### src/rtl/xsw_pkt_arb.sv
// xsw_pkt_arb: packet-locking round-robin N:1 arbiter with stall watchdog (clk, rst; req_i/last_i/en_i in; gnt_o one-hot0, sel_o index, vld_o beat, lock_o, abort_o pulse out)
module xsw_pkt_arb #(
  parameter int N = 4,
  parameter int TO_CYC = 16,
  localparam int IW = $clog2(N)
) (
  input  logic          clk,
  input  logic          rst,
  input  logic [N-1:0]  req_i,
  input  logic [N-1:0]  last_i,
  input  logic          en_i,
  output logic [N-1:0]  gnt_o,
  output logic [IW-1:0] sel_o,
  output logic          vld_o,
  output logic          lock_o,
  output logic          abort_o
);
  localparam int WW = TO_CYC > 0 ? $clog2(TO_CYC + 1) : 1;
  typedef enum logic {IDLE, LOCK} st_t;
  st_t st;
  logic [IW-1:0] ptr, own, win, idx;
  logic [WW-1:0] wcnt;
  logic wd_hit;
  function automatic logic [IW-1:0] inc(input logic [IW-1:0] x);
    return (x == IW'(N - 1)) ? '0 : x + 1'b1;
  endfunction
  always_comb begin
    win = ptr;
    idx = ptr;
    for (int k = N - 1; k >= 0; k--) begin
      idx = IW'((int'(ptr) + k) % N);
      if (req_i[idx]) win = idx;
    end
  end
  assign lock_o = (st == LOCK);
  assign sel_o  = lock_o ? own : win;
  assign gnt_o  = (lock_o || |req_i) ? N'(1) << sel_o : '0;
  assign vld_o  = |(gnt_o & req_i) & en_i;
  assign wd_hit = (TO_CYC > 0) && lock_o && !req_i[own] && (wcnt == WW'(TO_CYC - 1));
  always_ff @(posedge clk) begin
    if (rst) begin
      st      <= IDLE;
      ptr     <= '0;
      own     <= '0;
      wcnt    <= '0;
      abort_o <= 1'b0;
    end else begin
      abort_o <= wd_hit;
      if (st == IDLE) begin
        if (vld_o && last_i[win]) ptr <= inc(win);
        else if (vld_o) begin
          st   <= LOCK;
          own  <= win;
          wcnt <= '0;
        end
      end else if ((vld_o && last_i[own]) || wd_hit) begin
        st   <= IDLE;
        ptr  <= inc(own);
        wcnt <= '0;
      end else if (req_i[own]) wcnt <= '0;
      else if (wcnt < WW'(TO_CYC)) wcnt <= wcnt + 1'b1;
    end
  end
`ifndef SYNTHESIS
  always @(posedge clk) begin
    if (!rst) begin
      assert ($onehot0(gnt_o));
      assert (!vld_o || |(gnt_o & req_i));
      assert (!lock_o || gnt_o == (N'(1) << own));
    end
  end
`endif
endmodule

### config.mk
export PLATFORM = sky130hd
export DESIGN_NAME = xsw_pkt_arb
export DESIGN_NICKNAME = d
export VERILOG_FILES = /design/src/rtl/xsw_pkt_arb.sv
export SDC_FILE = /design/constraint.sdc
export NUM_CORES = 1
export LEC_CHECK = 0
export CORE_MARGIN = 3
export CORE_UTILIZATION = 45
export CTS_CLUSTER_DIAMETER = 40
export DETAILED_ROUTE_END_ITERATION = 16
export DONT_BUFFER_PORTS = 1
export PLACE_DENSITY_LB_ADDON = 0.08
export RECOVER_POWER = 100
export SYNTH_ARGS = -nofsm -noshare
export SYNTH_HDL_FRONTEND = slang
export SYNTH_SLANG_ARGS = --single-unit
### constraint.sdc
create_clock -name clk -period 2.85 [get_ports clk]
set_input_delay 0.57 -clock clk [delete_from_list [all_inputs] [get_ports clk]]
set_output_delay 0.57 -clock clk [all_outputs]
set_load 0.02 [all_outputs]
==> flow_metrics.py <==
metrics = {
    "place": {
        "gp_congestion": 0.853,
        "post-place-cells": 167,
        "port_buffers": 0,
        "hpwl_mm": 2.15,
    },
    "cells_and_area": {
        "n_antenna_cell": 0,
        "nets": 160,
        "syn_to_final_growth_pct": 7.08,
        "drive_gt1_share_pct": 18.6,
        "post-route-util_pct": 52.1,
        "fillCellCount": 240,
        "final_cells": 173,
    },
    "logic_synthesis": {
        "yosysTopAreaCellShare_pct": 20.1,
        "synth_top_area_cell": "dfxtp_1",
        "synthCells": 139,
        "synth.cell_area_um2": 1100,
        "avgSynthCellArea_um2": 7.89,
        "async_flop_share_pct": 0,
        "synthFlopType": "dfxtp_1",
        "synth_seq_cells": 11,
        "synth.area.top_cells": "dfxtp_1, nor2_1, a21oi_1, mux4_2, o21ai_0",
        "postSynthNetCount": 153,
        "yosysSeqAreaShare_pct": 20.1,
        "synth_edf_count": 0,
        "yosys_warnings": 0,
        "synthDistinctLibCells": 51,
    },
    "power": {
        "finalPower_mw": 0.969,
        "leakagePower_nw": 0.407,
        "p_per_area_nw_per_um2": 825,
        "p_sw_mw": 0.473,
        "ir_drop_mv": 0.470,
        "pwr-share-clk_pct": 10.9,
        "seqPwrFrac_pct": 25.3,
        "p_int_mw": 0.496,
        "p_comb_share_pct": 63.8,
        "switching_share_pct": 48.8,
    },
    "route": {
        "vias": 1073,
        "ant_nets": 0,
        "drt-total-wl_mm": 2.86,
        "dr.pass1.iters": 4,
        "via_per_inst": 6.20,
        "dr_wl_met2_mm": 1.27,
        "drt-met1-wl_mm": 1.37,
        "wl_met3_um": 213,
        "drc": 0,
        "top_layer": "met4",
        "avgRoutedWirePerCell_um": 16.5,
        "drt_first_iter_violations": 18,
    },
    "timing": {
        "slew_headroom_pct": 55.7,
        "finalSetupTns_ps": 0,
        "worst_pin_slew_ps": 664,
        "hold_viol_final": 0,
        "slew_violations": 0,
        "clock.fmax_mhz": 367,
        "finClkSkew_ps": 0.946,
        "period_minus_slack_ps": 2720,
        "setup_viol_count_final": 0,
        "rsz0062_at_grt": "no",
        "fin_crit_sh_pct": 95.5,
    },
    "worst_hold_path": {
        "min_path_type": "in -> reg",
    },
    "clock_tree": {
        "htree_levels": 1,
        "cts_hold_buf": 0,
        "cts_tree": "built",
        "path_clk_slew_ps": 70,
        "cts_made_buffers": 3,
        "cts.sinks": 11,
        "cts-root-buf": "clkbuf_4",
        "cts_max_path_buffers": 2,
        "clk_latency_ps": 270,
    },
    "worst_setup_path": {
        "startpoint_type": "register",
        "setup.worst_path.end_class": "output pin",
        "crit_type": "reg -> out",
        "cp_max_fo": 10,
        "cp.required_ps": 2280,
        "cp.arrival_ps": 2150,
    },
    "die": {
        "dieArea_um2": 3060,
        "ios": 20,
        "die_h_um": 55.4,
        "row_count": 17,
        "start_util_pct": 48.6,
        "coreArea_um2": 2250,
        "die_w_um": 55.4,
    },
    "status": {
        "outcome": "completed",
    },
    "grt": {
        "grt_antenna_before_repair": 0,
        "grt_pass1_vias": 984,
        "gr-usage-all-layers_pct": 19.4,
        "grt-ovfl-total": 0,
        "grt_pass1_wl_mm": 4.82,
        "grt_max_degree": 14,
    },
    "flow_run": {
        "drv_cap": 0,
    },
}
==> layout make-up <==
class | instances | area (µm²) | share of cell area (%)
Timing Repair Buffer | 11 | 70.1 | 5.97
Clock buffer | 4 | 26.3 | 2.24
Multi-Input combinational cell | 114 | 797 | 67.9
Tap cell | 28 | 35.0 | 2.99
Sequential cell | 11 | 223 | 19.0
Inverter | 5 | 22.5 | 1.92
==> what timing repair did <==
action,4_1_cts,5_1_grt
buffers inserted,0,2
setup endpoints to repair,1,5
resized for setup,1,6
==> path summary, 6_finish.rpt <==
path | from | to | slack (ps) | cells after the start
setup / recovery | ptr[1] | vld_o | 130 | 6
hold / removal | rst | lock_o | 360 | 1
setup reg to reg | ptr[1] | ptr[1] | 320 | 7
hold reg to reg | wcnt[1] | wcnt[1] | 510 | 2
==> routing by layer <==
metal  track usage [%]  vias up
met3              7.94        2
met4              3.13        0
met5                 0        -
met1              26.7      495
li1                  -      543
met2              28.9       33
==> layout by cell type (no fill, tap or decap), types with 4 or more instances in the layout <==
master and count:
or3_1 4, nand2_1 9, nand3_1 5, a21oi_1 10
a211oi_1 5, nor2_1 14, buf_4 7, dfxtp_1 9
nor2b_1 6, o21ai_0 9, inv_1 4
==> worst max-delay path, cell delays in order, from the launching register on <==
cell,delay (ps)
dfxtp_2,380
nor3b_1,160
or4_4,540
a32oi_4,240
a311oi_1,110
or2_4,290
buf_4,160
==> cells in the mapped netlist (all sizes together), types with 2 or more instances <==
library cell / number
or3: 4
nor2: 14
o221ai: 2
nand2: 9
or2: 3
nor2b: 6
clkbuf: 3
dfxtp: 11
nor3b: 3
or4: 3
nand2b: 3
a211oi: 6
nand3: 5
o31a: 2
a21oi: 10
mux4: 2
o21bai: 3
ha: 3
inv: 5
buf: 6
o21ai: 10
mux2i: 3
a41oi: 2
==> flip-flops by register name, indices dropped and copies added (netlist names) <==
signal   cells
abort_o      1
ptr          2
wcnt         5
own          2
lock_o       1
==> logic make-up after synthesis <==
| family | after synthesis | synth area share, % |
|---|---|---|
| xor+xnor | 1 | 0.799 |
| flops | 11 | 20.1 |
| mux | 5 | 6.85 |
| compound gates | 47 | 32.8 |
| fa+ha+maj | 3 | 3.43 |
| simple gates | 58 | 29.7 |
| buf+inv | 14 | 6.39 |
==> through the flow <==
stage	hold WS [ps]	area, µm²	setup WS [ps]
6_report	356	1170	129
5_1_grt	332	1170	13.0
4_1_cts	349	1170	26.6
3_5_place_dp	495	1150	204
3_3_place_gp	475	1150	228
2_1_floorplan	457	1100	288
==> power by group through the flow <==
stage                     clock [mW]  combinational [mW]  sequential, mW
final                          0.105               0.618           0.245
after global routing           0.123               0.675           0.250
after CTS                      0.111               0.617           0.240
after detailed placement           0               0.615           0.242
after global placement             0               0.615           0.243
after floorplan                    0               0.498           0.213
(Power assumes the default switching activity.)
